### src/rtl/tmds_decoder_if.sv
// Per-channel TMDS receive bus: the deserialized word in, decoded video/control and link status out.
// The decoder takes the slave view; whatever feeds it and consumes the results takes the master view.
interface tmds_decoder_if;
   logic [9:0] raw_in;
   logic [7:0] d_out;
   logic       de;
   logic [1:0] ctl;
   logic       locked;
   logic [3:0] slip_off;
   logic       disp_err;
   logic [7:0] err_cnt;

   modport master (
      output raw_in,
      input  d_out, de, ctl, locked, slip_off, disp_err, err_cnt
   );

   modport slave (
      input  raw_in,
      output d_out, de, ctl, locked, slip_off, disp_err, err_cnt
   );
endinterface

### src/rtl/tmds_decoder.sv
// TMDS channel decoder: word alignment on control-token runs, 10b->8b decode, link health; 2 cycles raw->out, no backpressure.
// Define TMDS_DEC_DISP_CHK_EN to build the running-disparity monitor (disp_err/err_cnt), otherwise both are tied to 0.
module tmds_decoder #(
   parameter int SEARCH_TMO = 64,
   parameter int LOCK_CNT   = 8,
   parameter int LOSS_TMO   = 4096,
   parameter int DISP_MAX   = 16
) (
   input  logic          clk,
   input  logic          rst_n,
   tmds_decoder_if.slave bus
);
   localparam int TMR_MAX = (LOSS_TMO > SEARCH_TMO) ? LOSS_TMO : SEARCH_TMO;
   localparam int TMR_W   = $clog2(TMR_MAX) + 1;
   localparam int TOK_W   = $clog2(LOCK_CNT) + 1;

   typedef enum logic [1:0] {ST_SEARCH, ST_VERIFY, ST_LOCKED} state_t;

   state_t             state_q, state_d;
   logic [TMR_W-1:0]   timer_q, timer_d;
   logic [TOK_W-1:0]   tok_cnt_q, tok_cnt_d;
   logic [3:0]         slip_off_q, slip_off_d, slip_next;
   logic [9:0]         prev_q, prev_d;
   logic [9:0]         a_q, a_d;
   logic [7:0]         d_out_q, d_out_d;
   logic               de_q, de_d;
   logic [1:0]         ctl_q, ctl_d;
   logic [19:0]        win_sh;
   logic               is_tok, out_en;
   logic [1:0]         tok_val;
   logic [7:0]         m, dec;

   // prev holds the older word, so it sits in the low half of the window
   always_comb begin
      win_sh    = {bus.raw_in, prev_q} >> slip_off_q;
      a_d       = win_sh[9:0];
      prev_d    = bus.raw_in;
      slip_next = (slip_off_q == 4'd9) ? 4'd0 : slip_off_q + 4'd1;
   end

   always_comb begin
      is_tok  = 1'b1;
      tok_val = 2'b00;
      case (a_q)
         10'b1101010100: tok_val = 2'b00;
         10'b0010101011: tok_val = 2'b01;
         10'b0101010100: tok_val = 2'b10;
         10'b1010101011: tok_val = 2'b11;
         default:        is_tok  = 1'b0;
      endcase
   end

   always_comb begin
      m      = a_q[9] ? ~a_q[7:0] : a_q[7:0];
      dec    = 8'd0;
      dec[0] = m[0];
      for (int i = 1; i < 8; i++) begin
         dec[i] = a_q[8] ? (m[i] ^ m[i-1]) : ~(m[i] ^ m[i-1]);
      end
   end

   always_comb begin
      state_d    = state_q;
      timer_d    = timer_q;
      tok_cnt_d  = tok_cnt_q;
      slip_off_d = slip_off_q;
      case (state_q)
         ST_SEARCH: begin
            if (is_tok) begin
               state_d   = ST_VERIFY;
               tok_cnt_d = TOK_W'(1);
               timer_d   = '0;
            end else if (timer_q == TMR_W'(SEARCH_TMO - 1)) begin
               timer_d    = '0;
               slip_off_d = slip_next;
            end else begin
               timer_d = timer_q + 1'b1;
            end
         end
         ST_VERIFY: begin
            if (is_tok) begin
               if (tok_cnt_q == TOK_W'(LOCK_CNT - 1)) begin
                  state_d   = ST_LOCKED;
                  tok_cnt_d = '0;
                  timer_d   = '0;
               end else begin
                  tok_cnt_d = tok_cnt_q + 1'b1;
               end
            end else begin
               state_d    = ST_SEARCH;
               slip_off_d = slip_next;
               tok_cnt_d  = '0;
               timer_d    = '0;
            end
         end
         ST_LOCKED: begin
            if (is_tok) begin
               timer_d = '0;
            end else if (timer_q == TMR_W'(LOSS_TMO - 1)) begin
               state_d   = ST_SEARCH;
               timer_d   = '0;
               tok_cnt_d = '0;
            end else begin
               timer_d = timer_q + 1'b1;
            end
         end
         default: begin
            state_d   = ST_SEARCH;
            timer_d   = '0;
            tok_cnt_d = '0;
         end
      endcase
   end

   // Outputs are qualified by the state being entered so they line up with 'locked'
   always_comb begin
      out_en  = (state_d == ST_LOCKED);
      d_out_d = d_out_q;
      de_d    = de_q;
      ctl_d   = ctl_q;
      if (!out_en) begin
         d_out_d = 8'd0;
         de_d    = 1'b0;
         ctl_d   = 2'b00;
      end else if (is_tok) begin
         de_d  = 1'b0;
         ctl_d = tok_val;
      end else begin
         de_d    = 1'b1;
         d_out_d = dec;
      end
   end

   always_ff @(posedge clk or negedge rst_n) begin
      if (!rst_n) begin
         state_q    <= ST_SEARCH;
         timer_q    <= '0;
         tok_cnt_q  <= '0;
         slip_off_q <= 4'd0;
         prev_q     <= 10'd0;
         a_q        <= 10'd0;
         d_out_q    <= 8'd0;
         de_q       <= 1'b0;
         ctl_q      <= 2'b00;
      end else begin
         state_q    <= state_d;
         timer_q    <= timer_d;
         tok_cnt_q  <= tok_cnt_d;
         slip_off_q <= slip_off_d;
         prev_q     <= prev_d;
         a_q        <= a_d;
         d_out_q    <= d_out_d;
         de_q       <= de_d;
         ctl_q      <= ctl_d;
      end
   end

   assign bus.d_out    = d_out_q;
   assign bus.de       = de_q;
   assign bus.ctl      = ctl_q;
   assign bus.locked   = (state_q == ST_LOCKED);
   assign bus.slip_off = slip_off_q;

`ifdef TMDS_DEC_DISP_CHK_EN
   localparam logic signed [8:0] RD_LIM = 9'sd63;
   localparam logic signed [8:0] D_LIM  = 9'(DISP_MAX);

   logic signed [6:0] rd_q, rd_d;
   logic              disp_err_q, disp_err_d;
   logic [7:0]        err_cnt_q, err_cnt_d;
   logic [3:0]        pop;
   logic signed [8:0] rd_sum, rd_sat;

   always_comb begin
      rd_d       = rd_q;
      disp_err_d = 1'b0;
      err_cnt_d  = err_cnt_q;
      pop        = 4'($countones(a_q));
      rd_sum     = $signed({{2{rd_q[6]}}, rd_q}) + $signed({5'd0, pop}) - 9'sd5;
      if (rd_sum > RD_LIM)       rd_sat = RD_LIM;
      else if (rd_sum < -RD_LIM) rd_sat = -RD_LIM;
      else                       rd_sat = rd_sum;
      if (is_tok) begin
         rd_d = '0;
      end else if (out_en) begin
         if (rd_sat > D_LIM || rd_sat < -D_LIM) begin
            disp_err_d = 1'b1;
            rd_d       = '0;
            if (err_cnt_q != 8'hFF) err_cnt_d = err_cnt_q + 8'd1;
         end else begin
            rd_d = rd_sat[6:0];
         end
      end
   end

   always_ff @(posedge clk or negedge rst_n) begin
      if (!rst_n) begin
         rd_q       <= '0;
         disp_err_q <= 1'b0;
         err_cnt_q  <= 8'd0;
      end else begin
         rd_q       <= rd_d;
         disp_err_q <= disp_err_d;
         err_cnt_q  <= err_cnt_d;
      end
   end

   assign bus.disp_err = disp_err_q;
   assign bus.err_cnt  = err_cnt_q;
`else
   assign bus.disp_err = 1'b0;
   assign bus.err_cnt  = 8'd0;
`endif
endmodule

### src/flat_wrapper.sv
// flat-port wrapper written by rule: the top's interface ports become plain ports
module tmds_decoder_flat 
#(
   parameter int SEARCH_TMO = 64,
   parameter int LOCK_CNT   = 8,
   parameter int LOSS_TMO   = 4096,
   parameter int DISP_MAX   = 16
)
  (clk, rst_n, bus_raw_in, bus_d_out, bus_de, bus_ctl, bus_locked, bus_slip_off, bus_disp_err, bus_err_cnt);
  tmds_decoder_if bus_i ();
  input  logic clk;
  input  logic rst_n;
  input wire logic [$bits(bus_i.raw_in)-1:0] bus_raw_in;
  output wire logic [$bits(bus_i.d_out)-1:0] bus_d_out;
  output wire logic [$bits(bus_i.de)-1:0] bus_de;
  output wire logic [$bits(bus_i.ctl)-1:0] bus_ctl;
  output wire logic [$bits(bus_i.locked)-1:0] bus_locked;
  output wire logic [$bits(bus_i.slip_off)-1:0] bus_slip_off;
  output wire logic [$bits(bus_i.disp_err)-1:0] bus_disp_err;
  output wire logic [$bits(bus_i.err_cnt)-1:0] bus_err_cnt;
  assign bus_i.raw_in = bus_raw_in;
  assign bus_d_out = bus_i.d_out;
  assign bus_de = bus_i.de;
  assign bus_ctl = bus_i.ctl;
  assign bus_locked = bus_i.locked;
  assign bus_slip_off = bus_i.slip_off;
  assign bus_disp_err = bus_i.disp_err;
  assign bus_err_cnt = bus_i.err_cnt;
  tmds_decoder #(.SEARCH_TMO(SEARCH_TMO), .LOCK_CNT(LOCK_CNT), .LOSS_TMO(LOSS_TMO), .DISP_MAX(DISP_MAX)) u_core (.clk(clk), .rst_n(rst_n), .bus(bus_i));
endmodule
### config.mk
export PLATFORM = sky130hd
export DESIGN_NAME = tmds_decoder_flat
export DESIGN_NICKNAME = d
export VERILOG_FILES = /design/src/rtl/tmds_decoder_if.sv /design/src/rtl/tmds_decoder.sv /design/src/flat_wrapper.sv
export SDC_FILE = /design/constraint.sdc
export NUM_CORES = 1
export LEC_CHECK = 0
export CAP_MARGIN = 5
export CORE_UTILIZATION = 24
export CTS_CLUSTER_SIZE = 16
export DETAILED_ROUTE_END_ITERATION = 12
export DONT_BUFFER_PORTS = 1
export HOLD_SLACK_MARGIN = 0.02
export MAX_ROUTING_LAYER = met4
export PLACE_DENSITY = 0.35
export SLEW_MARGIN = 30
export SYNTH_ARGS = -nofsm -noshare
export SYNTH_HDL_FRONTEND = slang
export SYNTH_SLANG_ARGS = --single-unit
### constraint.sdc
create_clock -name clk -period 4.1 [get_ports clk]
set_clock_uncertainty 0.1 [all_clocks]
set_input_delay 0.82 -clock clk [delete_from_list [all_inputs] [get_ports clk]]
set_output_delay 0.82 -clock clk [all_outputs]
set_load 0.01 [all_outputs]
# Word-level counts from Yosys, hierarchy flattened
# Cells that the tools add are included.
# classes
bitwise,15
div,0
muxes,40
n_reduce_logical,5
n_shift,1
eq_ne,20
order_cmp,0
n_addsub,3
multipliers,0
# ops
op,n
13-bit 2-to-1 mux,6
13-bit one-hot mux with 3 select lines,1
4-bit 2-to-1 mux,9
8-bit 2-to-1 mux,3
"10-bit == test, second input constant",2
20-bit by 4-bit >> shifter with 10-bit output,1
2-bit 2-to-1 mux,7
"13-bit by 1-bit adder with 13-bit output, second input constant",1
"13-bit by 12-bit == test with 1-bit output, second input constant",1
"13-bit by 6-bit == test with 1-bit output, second input constant",1
2-bit one-hot mux with 3 select lines,2
4-bit one-hot mux with 3 select lines,1
"10-bit by 8-bit == test with 1-bit output, second input constant",1
"10-bit by 9-bit == test with 1-bit output, second input constant",1
1-bit 2-to-1 mux,10
"4-bit by 1-bit adder with 4-bit output, second input constant",2
"2-bit by 1-bit != test with 1-bit output, second input constant",4
"2-bit != test, second input constant",4
8-bit NOT,1
4-bit one-hot mux with 2 select lines,1
1-bit NOT,7
1-bit bitwise XOR,7
"2-bit == test, second input constant",2
"4-bit by 3-bit == test with 1-bit output, second input constant",1
8 further kinds,8
# word_totals
mem_bits_ro,0
inputBits,12
ram_bits,0
word_cells,93
ff_bits,54
latchBits,0
memories,0
out_inout_bits,25

# Depth between registers and ports, before layout
# Gate-level depths: netlist of the first run.
# logic_depth
depth_word,7
ltp_mapped,9

# Worst setup path after synthesis of the first run
# No wires, ideal clock.
# synth_timing
path_kind,input port to flip-flop
start,input bus_raw_in[8]
end,register u_core.a_q[3]
setup_time_ps,125
path_buffers,0
t_arrival_ps,1802
required_ps,3875
stages,3
path_slack_ps,2073
path_cell_list,mux2_2 > mux4_2 > mux2_2
# synth_via
elab_chain_cells,1
# synth_lines
element,line_no,rtl
start: declaration,flat_wrapper.sv:13,input wire logic [$bits(bus_i.raw_in)-1:0] bus_raw_in;
20-bit by 4-bit >> shifter with 10-bit output,tmds_decoder.sv:35,"win_sh = {bus.raw_in, prev_q} >> slip_off_q;"
net u_core.win_sh[3],tmds_decoder.sv:28,logic [19:0] win_sh;
end signal: assignment,tmds_decoder.sv:141,a_q <= 10'd0;
end signal: assignment,tmds_decoder.sv:151,a_q <= a_d;
end: declaration,tmds_decoder.sv:24,"logic [9:0] a_q, a_d;"
# The timed path passes the listed nets, and every way through them passes these cells.
# A chain may end at the register's enable or synchronous reset.

# Worst setup path in the final report of the first run
# layout_timing
start,register u_core.timer_q[0]
end,register u_core.timer_q[5]
# layout_via
elab_chain_cells,4
elab_cells_between_ends,8
# layout_lines
element,line_no,rtl
start: declaration,tmds_decoder.sv:20,"logic [TMR_W-1:0] timer_q, timer_d;"
start signal: assignment,tmds_decoder.sv:147,timer_q <= timer_d;
"13-bit by 1-bit adder with 13-bit output, or another cell as far along","tmds_decoder.sv:77, tmds_decoder.sv:104",
13-bit 2-to-1 mux (on tied branches),"tmds_decoder.sv:99, tmds_decoder.sv:73",
13-bit 2-to-1 mux (on tied branches),"tmds_decoder.sv:97, tmds_decoder.sv:69",
13-bit one-hot mux with 3 select lines *,tmds_decoder.sv:67,case (state_q)
# Every way passes the cells marked *; elsewhere a longest branch is shown, timed or not.

==> results.md, run 1 <==
- Status: finished clean
- CTS tree: done
- Max Freq: between 400 and 500 MHz
- Critical-path cell list: ha_1, and4_1, and4_1, a21oi_2, nand2_2, o32ai_2
- Largest net degree at the start of global routing: 55
- Detailed Route Iter0 Violations: ~110
- Final core occ: 26.5%
- Max Slew Vio Count: 0
- #FFs+latches synth: 54
- Maximum VDD drop: roughly 0.19 mV
- Sequential fraction of design power: 43.3%
- Gr ovfl total: 0
- Worst Tran Pin Value: between 0.9 and 1 ns
- Starting Density: 24.9%
- Placed insts: about 480
- Synthesized cell area: around 3300 um2
- Largest delay share family, worst path: compound AO/OA/AOI/OAI gates
- WP data arrival: between 2 and 3 ns
- CP Launch Type: flop
- Post-route insts no fill: just under 500
- Avg WL per Cell: 16.1 um
- Clock Latency Late Sink: about 0.30 ns
- Die height: roughly 120 um
- Drt pass-1 iters: 4
- Die Wd: about 120 um
- Mapped Cells: between 300 and 400
- First-pass GRT wire length: between 10,000 and 15,000 um
- Post-synth EDFFs: 0
- Switching power share of the total: a little under two fifths
- Most used cell, CP: and4_1
- Clock Sinks: 54
- FFs w/ async S/R, synth: 100%
- Setup bufs post-CTS: 0
- P_leak: between 0.001 and 0.0015 uW
- Slowest cell on the critical path: a21oi_2
- Post-route DRC: 0
- DRT Wirelength: roughly 8000 um
- Ys flop type: dfrtp_1
- RSZ-0062 raised after global routing: false
- CTS Hold Buffers Added: 0
- Most frequent cells in the layout: 53 x dfrtp_1, 21 x nor2_1, 19 x nand2_1
- Fill cells: 1,423
- TritonCTS Buffers: 5
- Worst EP required: between 4 and 5 ns
- P per Cell Area: around 520 nW/um2
- Clock power frac: about a quarter
- CTS max path bufs: 2
- Core area: about 13,000 um2
- I/O Pins: 37
- Period utilization: 59.6%
- Synth-to-layout area growth: 6.49%
- Endpoint class of the critical path: flop
- Setup TNS Final: 0 ns
- Ratio of cells with drive above 1 in the final layout: 13.2%
- Die ar.: 14,400 um2
- Power share of the combinational group: approximately a third
- Vias: 2,331
- Vias in the first global route: approximately 2,400
- Vias/cell: 4.79
- DP HPWL: 5630 um
- Worst-path fanout max: 17
- Yosys warns: 0
- Final Hold Viols: 0
- GRT Util Overall: roughly 12%
- Row count: 42
- Netlist cell types: 60
- CTS clock-pin slew for the worst setup and hold paths: roughly 0.07 ns
- Initial antenna violation count: 0
- Hold WC Path Type: input pin to asynchronous set/reset pin
- Period minus WS final: between 2 and 2.5 ns
- CP bufs+invs: 0
- Final ANT Viol Nets: 0
- Setup Viol. Count Final: 0
- Final net count: 330
- Port Buf Inserts: 0
- Sequential-to-total area share from yosys stat: just over 40%
- Net Sw Power: between 600 and 700 uW
- Mean post-synth cell area: roughly 10 um2
- Max cap viols: 0
- Crit path kind: flop to flop
- Root buffer cell: clkbuf_16
- H-tree depth: 2
- Gates resized, CTS repair: 0
- Routability cong.: between 0.7 and 0.8
- Most common cell after layout, fill and taps aside: dfrtp_1
- N_diodes: 0
- Max transition margin: ~40%
- Cell-internal power: 1180 uW
- Slowest stage delay, CP: 0.59 ns
cell usage after synthesis, types with 3 or more instances:
cell | n | area share [%]
o22ai_1 | 4 | 0.75
nand2_1 | 19 | 2.1
inv_1 | 15 | 1.7
buf_4 | 12 | 2.7
clkbuf_1 | 7 | 0.79
nor2b_1 | 3 | 0.56
ha_1 | 8 | 3.0
a21oi_1 | 14 | 2.1
and2_1 | 4 | 0.75
nor4_4 | 3 | 1.9
mux2_2 | 9 | 3.0
o21ai_0 | 11 | 1.7
dfrtp_1 | 54 | 41
buf_2 | 5 | 0.75
mux4_2 | 6 | 4.1
nand2b_1 | 3 | 0.56
nand3_1 | 9 | 1.4
a31oi_1 | 18 | 3.4
nand4_1 | 3 | 0.56
buf_6 | 4 | 1.4
xor2_1 | 6 | 1.6
nor3b_1 | 3 | 0.68
mux2i_1 | 15 | 4.5
xnor2_1 | 9 | 2.4
nor2_1 | 21 | 2.4
a22o_1 | 9 | 2.4
a211oi_1 | 3 | 0.68
nand3b_1 | 4 | 0.90
nor3_1 | 3 | 0.45
power groups by stage:
stage | clock network (uW) | registers (uW) | logic (uW)
after floorplan | 0 | 714 | 598
after global placement | 0 | 822 | 618
after detailed placement | 0 | 821 | 610
after CTS | 467 | 810 | 616
after global routing | 485 | 836 | 683
final | 450 | 807 | 607
cell families after synthesis:
kind of cell               Yosys count  share of synthesized area (%)
DFF                                 54                           40.5
and+or+nand+nor                     92                           17.0
other                                1                          0.112
adders and majority gates            8                           3.00
AOI/OAI and AO/OA                   79                           16.5
buffers and inverters               44                           7.39
xor gates and xnor gates            15                           3.94
muxes                               30                           11.6
layout make-up:
class	count	area (um2)	share of cell area (%)
clock buffers	6	139	3.91
clock inverters	2	12.5	0.352
inverters	16	60.1	1.69
multi-input cells	233	1770	49.8
flip-flops and latches	54	1350	38.1
well taps	176	220	6.20
worst paths after layout:
kind | to | depth (start not counted) | startpoint | slack [ns]
setup / recovery | u_core.timer_q[5]$_DFFE_PN0P_ | 6 | u_core.timer_q[0]$_DFFE_PN0P_ | 1.66
setup reg to reg | u_core.timer_q[5]$_DFFE_PN0P_ | 6 | u_core.timer_q[0]$_DFFE_PN0P_ | 1.66
min in group clk | u_core.prev_q[0]$_DFF_PN0_ | 0 | bus_raw_in[0] | 0.44
max in group asynchronous | u_core.bus.slip_off[1]$_DFFE_PN0P_ | 0 | rst_n | 3.69
hold reg to reg | u_core.timer_q[1]$_DFFE_PN0P_ | 1 | u_core.timer_q[1]$_DFFE_PN0P_ | 0.45
hold / removal | u_core.prev_q[5]$_DFF_PN0_ | 0 | rst_n | 0.11
metal layers:
layer  wire length (um)  part of all wire, %  vias to the layer above  GRT usage, %
li1                   -                    -                     1137             -
met1               3960                   50                     1138          16.3
met2               3490                   44                       50          17.9
met3                329                  4.2                        6          2.95
met4                 85                  1.1                        0          3.05
met5                  0                    0                        -             -
flip-flops by register name, indices dropped and copies added (netlist names):
| name | count |
|---|---|
| u_core.a_q | 10 |
| u_core.bus.ctl | 2 |
| u_core.bus.d_out | 8 |
| u_core.bus.de | 1 |
| u_core.bus.slip_off | 4 |
| u_core.prev_q | 10 |
| u_core.state_q | 2 |
| u_core.timer_q | 13 |
| u_core.tok_cnt_q | 4 |
stage by stage:
step | instance area (um2) | power, uW | worst slack, ns | hold slack, ns
floorplan | 3370 | 1310 | 2.07 | 0.395
global placement | 3400 | 1440 | 1.57 | 0.426
detailed placement | 3400 | 1430 | 1.66 | 0.426
CTS | 3550 | 1890 | 1.64 | 0.102
global route | 3550 | 2000 | 1.48 | 0.0945
finish | 3550 | 1860 | 1.66 | 0.110
(Power assumes the default switching activity.)
==> run 2: changes to the inputs <==
Clock period 4.1 ns to 2.4 ns, I/O delays scaled along.
==> run 2 against run 1 <==
Effect of this change:
- clock power rose by 70%
- via count is 2.1% higher
- worst hold slack got worse by 0.017 ns
- sequential cell count unchanged
- sequential power up 61%
==> results.md, run 2 (synthesized netlist as in run 1, its figures left out) <==
- H-tree depth: 2 (unchanged)
- Crit path kind: flop to flop
- Starting Density: 24.9% (unchanged)
- Clock power frac: 23.4% (-0.8 points)
- Avg WL per Cell: 15.4 um (-4.3%)
- Placed insts: 495 (+3.3%)
- Largest Register: u_core.timer_q
- Slowest stage delay, CP: 0.57 ns (-0.02 ns)
- RSZ-0062 raised after global routing: false
- Die Wd: 120 um (unchanged)
- Setup Viol. Count Final: 0 (unchanged)
- Hold Path Cell Cnt: 0
- Hold WC Path Type: input pin to flop
- Largest delay share family, worst path: simple AND/OR/NAND/NOR gates
- Post-route DRC: 0 (unchanged)
- Worst EP required: 2.50 ns (-1.70 ns)
- Root buffer cell: clkbuf_16
- P per Cell Area: 881 nW/um2 (+68%)
- Gr ovfl total: 0 (unchanged)
- Worst Tran Pin Value: 0.594 ns (-0.307 ns)
- CTS tree: done
- Initial antenna violation count: 0 (unchanged)
- CP Depth: 8 (+2)
- Slowest cell on the critical path: or4_1
- Final net count: 348 (+5.5%)
- WP data arrival: 2.33 ns (-0.22 ns)
- Core area: 13,400 um2 (unchanged)
- Max cap viols: 0 (unchanged)
- TritonCTS Buffers: 5 (unchanged)
- CTS clock-pin slew for the worst setup and hold paths: 0.08 ns (about the same)
- Most common cell after layout, fill and taps aside: dfrtp_1
- Endpoint class of the critical path: flop
- N_diodes: 0 (unchanged)
- DP HPWL: 5830 um (+3.5%)
- CP Launch Type: flop
- R2R cell count: 8 (+2)
- Largest net degree at the start of global routing: 55 (unchanged)
- GRT Util Overall: 12.3% (+0.30 points)
- Net Sw Power: 1220 uW (+78%)
- Worst-path fanout max: 6 (-11)
- Ratio of cells with drive above 1 in the final layout: 17.3% (+4.1 points)
- Clock Sinks: 54 (unchanged)
- Setup TNS Final: 0 ns (unchanged)
- I/O Pins: 37 (unchanged)
- Clock Latency Late Sink: 0.31 ns (about the same)
- Max FFs per register: 13 (unchanged)
- Post-route insts no fill: 505 (+3.7%)
- Vias: 2,381 (+2.1%)
- Drt pass-1 iters: 4 (unchanged)
- Worst Slack Setup Final: 0.164 ns (-1.49 ns)
- Vias in the first global route: 2,464 (+2.3%)
- Critical-path cell list: inv_1, ha_1, nand2_1, or4_1, buf_4, a21oi_2, nor3b_1, a32o_1
- Status: finished clean
- First-pass GRT wire length: 13,200 um (+0.37%)
- CTS max path bufs: 2 (unchanged)
- Final Hold Viols: 0 (unchanged)
- Regs by FF count: u_core.timer_q: 13 flops, u_core.a_q: 10 flops, u_core.prev_q: 10 flops
- DRT Wirelength: 7800 um (-0.78%)
- Max Slew Vio Count: 0 (unchanged)
- Switching power share of the total: 37.1% (+0.45 points)
- Port Buf Inserts: 0 (unchanged)
- Detailed Route Iter0 Violations: 144 (+32%)
- Maximum VDD drop: 0.312 mV (+62%)
- Die ar.: 14,400 um2 (unchanged)
- Most frequent cells in the layout: 54 x dfrtp_1, 21 x nor2_1, 19 x nand2_1
- Final ANT Viol Nets: 0 (unchanged)
- P_leak: 0.00155 uW (+6.8%)
- Synth-to-layout area growth: 11.4%
- Period minus WS final: 2.24 ns (-0.207 ns)
- CP bufs+invs: 2 (+2)
- Routability cong.: 0.733 (-0.46%)
- Max transition margin: 60.4% (+20 points)
- Place WS: 0.0861 ns (-1.57 ns)
- Setup bufs post-CTS: 0 (unchanged)
- Row count: 42 (unchanged)
- Die height: 120 um (unchanged)
- Period utilization: 93.2% (+34 points)
- Vias/cell: 4.71 (-1.5%)
- Cell-internal power: 2060 uW (+74%)
- Power share of the combinational group: 36.9% (+4.4 points)
- Sequential fraction of design power: 39.7% (-3.6 points)
- Max Freq: 447 MHz (+9.3%)
==> run 2: changes by cell type in the layout (fill, tap and decap cells not counted), sizes merged <==
cell	previous run	this run
dlygate4sd3	0	1
buf	0	17
clkbuf	6	5
inv	16	17
==> run 2: power by group through the flow <==
stage          clock network, uW  logic (uW)  registers, uW
6_report                     766        1210           1300
5_1_grt                      838        1360           1330
4_1_cts                      803        1230           1300
3_5_place_dp                   0        1190           1320
3_3_place_gp                   0        1200           1330
2_1_floorplan                  0        1020           1220
==> run 2: final timing paths <==
| kind | start | endpoint | slack, ns |
|---|---|---|---|
| worst max-delay path | u_core.a_q[4]$_DFF_PN0_ | u_core.tok_cnt_q[1]$_DFFE_PN0P_ | 0.16 |
| worst min-delay path | bus_raw_in[9] | u_core.prev_q[9]$_DFF_PN0_ | 0.09 |
| worst max register to register | u_core.a_q[4]$_DFF_PN0_ | u_core.tok_cnt_q[1]$_DFFE_PN0P_ | 0.16 |
| worst min register to register | u_core.timer_q[1]$_DFFE_PN0P_ | u_core.timer_q[1]$_DFFE_PN0P_ | 0.45 |
| max in group asynchronous | rst_n | u_core.tok_cnt_q[2]$_DFFE_PN0P_ | 1.37 |
| min in group asynchronous | rst_n | u_core.prev_q[7]$_DFF_PN0_ | 0.59 |
==> run 2: layer usage <==
| layer | track usage, % | part of all wire [%] | up-vias |
|---|---|---|---|
| met2 | 18.6 | 45 | 38 |
| met1 | 15.5 | 49 | 1160 |
| met3 | 4.42 | 4.8 | 9 |
| li1 | - | - | 1174 |
| met4 | 3.44 | 1.4 | 0 |
| met5 | - | 0 | - |
==> run 2: layout make-up <==
cell class / instances / area (um2)
Multi-Input combinational cell: 233 / 1780
Timing Repair Buffer: 18 / 158
Inverter: 16 / 60.1
Clock buffer: 5 / 125
Sequential cell: 54 / 1350
Clock inverter: 3 / 25.0
Fill cell: 1382 / 9690
Tap cell: 176 / 220
==> run 2: stage by stage <==
step / power [uW] / util (%) / hold slack [ns] / area (um2)
after CTS: 3330 / 27.7 / 0.0805 / 3710
final: 3270 / 27.7 / 0.0930 / 3710
after floorplan: 2240 / - / 0.0844 / 3370
after global routing: 3530 / 27.7 / 0.0750 / 3710
after global placement: 2530 / 26.3 / 0.0862 / 3520
after detailed placement: 2520 / 26.3 / 0.0871 / 3520
==> run 2: repair_timing <==
action / 4_1_cts / 5_1_grt
hold buffers: 2 / 0
gates resized for setup: 0 / 1
hold endpoints to repair: 54 / 0
setup endpoints to repair: 0 / 4
==> edit (flow settings as in run 2) <==
Encoding of `state_t`: now one-hot (3 bits for 3 states).
--- a/src/rtl/tmds_decoder.sv
+++ b/src/rtl/tmds_decoder.sv
@@ -14,7 +14,7 @@
    localparam int TMR_W   = $clog2(TMR_MAX) + 1;
    localparam int TOK_W   = $clog2(LOCK_CNT) + 1;
 
-   typedef enum logic [1:0] {ST_SEARCH, ST_VERIFY, ST_LOCKED} state_t;
+   typedef enum logic [2:0] {ST_SEARCH = 3'b001, ST_VERIFY = 3'b010, ST_LOCKED = 3'b100} state_t;
 
    state_t             state_q, state_d;
    logic [TMR_W-1:0]   timer_q, timer_d;
Formal check against the unedited RTL: same outputs for any inputs over 10 cycles, from zero or initial values and one cycle with rst_n low; not proved beyond that.
==> edit against run 2 <==
Design area decreased by 1.4%. Sequential cell count increased by 1. Worst setup slack improved by 0.089 ns. Fmax increased by 4.1%. Synthesized area decreased by 1.8%. Die area decreased by 1.8%. Non-clock buffer count decreased by 4. Power increased by 19%. Sequential power increased by 11%. Routed wire length decreased by 4.5%. Critical endpoint is now u_core.a_q[3]$_DFF_PN0_.
==> edit: results <==
metrics = {
    "finish": {
        "drive_above_1_share": 0.187,
        "layout.nets": 329,
        "num_antenna_cells": 0,
        "reg_top3": "u_core.timer_q x13, u_core.a_q x10, u_core.prev_q x10",
        "nFillCells": 1388,
    },
    "global_route": {
        "antenna_found_initial": 0,
        "use_met1": 0.155,
        "use_met3": 0.0431,
        "grt_pass1_vias": 2281,
        "grt_max_degree": 56,
        "grt_first_pass_wirelength_um": 12700,
        "grtUsageTotal": 0.119,
        "groute.layer.met2.usage": 0.171,
    },
    "drt": {
        "vias_per_cell": 4.56,
        "drt_pass1_iterations": 4,
        "wire_per_inst_um": 15.3,
        "drc_errors": 0,
        "drtIter0Drc": 211,
    },
    "timing": {
        "setup_violations": 0,
        "maxSlewHeadroom": 0.476,
    },
    "setup_path": {
        "path_delay_family": "flip-flops",
        "crit_path_max_incr_delay_ns": 0.73,
        "slowest_stage": "dfrtp_1",
        "crit_path_max_fanout": 16,
        "r2r_cells": 6,
        "cp-startpoint": "u_core.bus.slip_off[1]$_DFFE_PN0P_",
        "crit_arrival_ns": 2.24,
    },
    "logic_synthesis": {
        "synthArstFlopShare": 1.00,
        "synth_cell_types": 62,
        "ys_seq_area_frac": 0.421,
        "yosys_warnings": 0,
        "synthTopCellsByCount": "54 x dfrtp_1, 24 x nor2_1, 16 x a21oi_1, 16 x a22o_1, 14 x nand2_1",
        "synth_area_leaders": "dfrtp_1 41%, mux4_2 5.5%, a22o_1 4.3%",
    },
    "min_path": {
        "min_from": "bus_raw_in[6]",
        "holdPathStages": 0,
        "hold_path_class": "in2reg",
    },
    "cts": {
        "post_cts_buffers": 0,
        "clk_pin_slew_worst_paths_ns": 0.07,
        "clock-root-buffer": "clkbuf_16",
        "cts_tree": "done",
        "htree_levels": 2,
        "cts_buffers": 5,
        "cts.path.max_buffers": 2,
        "clock_latency_ns": 0.30,
    },
    "power_and_ir_drop": {
        "ir_worst_vdd_v": 0.000313,
        "sw_frac_of_total": 0.387,
        "power_leakage_nw": 1.57,
    },
    "run_status": {
        "outcome": "finished clean",
    },
    "placed_design": {
        "hpwl_um": 5520,
        "io_buffers": 0,
        "gp_congestion": 0.783,
    },
}
==> edit: cell types whose count changed after synthesis, moves of 4 or more <==
| cell | change |
|---|---|
| nand3b_1 | -4 |
| nand2_1 | -5 |
| and3_1 | +4 |
| inv_1 | -7 |
| a22o_1 | +7 |
| a31oi_1 | -16 |
| o31ai_1 | +6 |
==> edit: per-layer routing <==
layer  up-vias  share of wire
met3         7          0.057
met1      1058           0.49
met4         0          0.014
met5         -              0
li1       1112              -
met2        40           0.44
==> edit: metrics by stage <==
step / instances / area [um^2] / util / hold WS, ns / worst slack [ns]
finish: 486 / 3660 / 0.275 / 0.0990 / 0.252
CTS: 486 / 3650 / 0.274 / 0.0845 / 0.0599
detailed placement: 476 / 3460 / 0.260 / 0.0877 / 0.0697
global route: 486 / 3660 / 0.275 / 0.0818 / 0.0350
floorplan: 312 / 3310 / - / 0.0844 / 0.346
global placement: 476 / 3460 / 0.260 / 0.0873 / 0.118
==> edit: logic make-up after synthesis <==
kind of cell,share of synthesized area
DFF,0.421
AOI/OAI and AO/OA,0.176
xor gates and xnor gates,0.0401
and+or+nand+nor,0.144
other,0.00114
muxes,0.129
adders and majority gates,0.0306
buffers and inverters,0.0581
==> edit: power by group through the flow <==
stage	logic (mW)	registers [mW]	clock network, mW
floorplan	1.50	1.28	0
global placement	1.70	1.47	0
detailed placement	1.67	1.46	0
CTS	1.71	1.45	0.801
global route	1.91	1.49	0.835
finish	1.69	1.44	0.761
==> edit: final timing paths <==
check                      slack, ns                               to
min                              0.1       u_core.prev_q[6]$_DFF_PN0_
max reg2reg                     0.25          u_core.a_q[3]$_DFF_PN0_
max in group asynchronous       1.31      u_core.state_q[0]$_DFF_PN1_
min in group asynchronous       0.60  u_core.bus.d_out[0]$_DFFE_PN0P_
min reg2reg                     0.42    u_core.timer_q[2]$_DFFE_PN0P_
max                             0.25          u_core.a_q[3]$_DFF_PN0_
==> edit: what timing repair did <==
item / in CTS / in global routing
gates resized for setup: 0 / 3
hold endpoints to repair: 55 / 0
setup endpoints to repair: 0 / 10
hold buffers: 2 / 0
==> edit: cell type report <==
type / count / area [um^2] / area share
clock buffer: 5 / 125 / 0.0342
clock inverter: 3 / 23.8 / 0.00649
inverter: 9 / 33.8 / 0.00922
multi-input combinational: 224 / 1750 / 0.479
sequential: 55 / 1380 / 0.376
tap: 176 / 220 / 0.0601
timing repair buffer: 14 / 128 / 0.0348
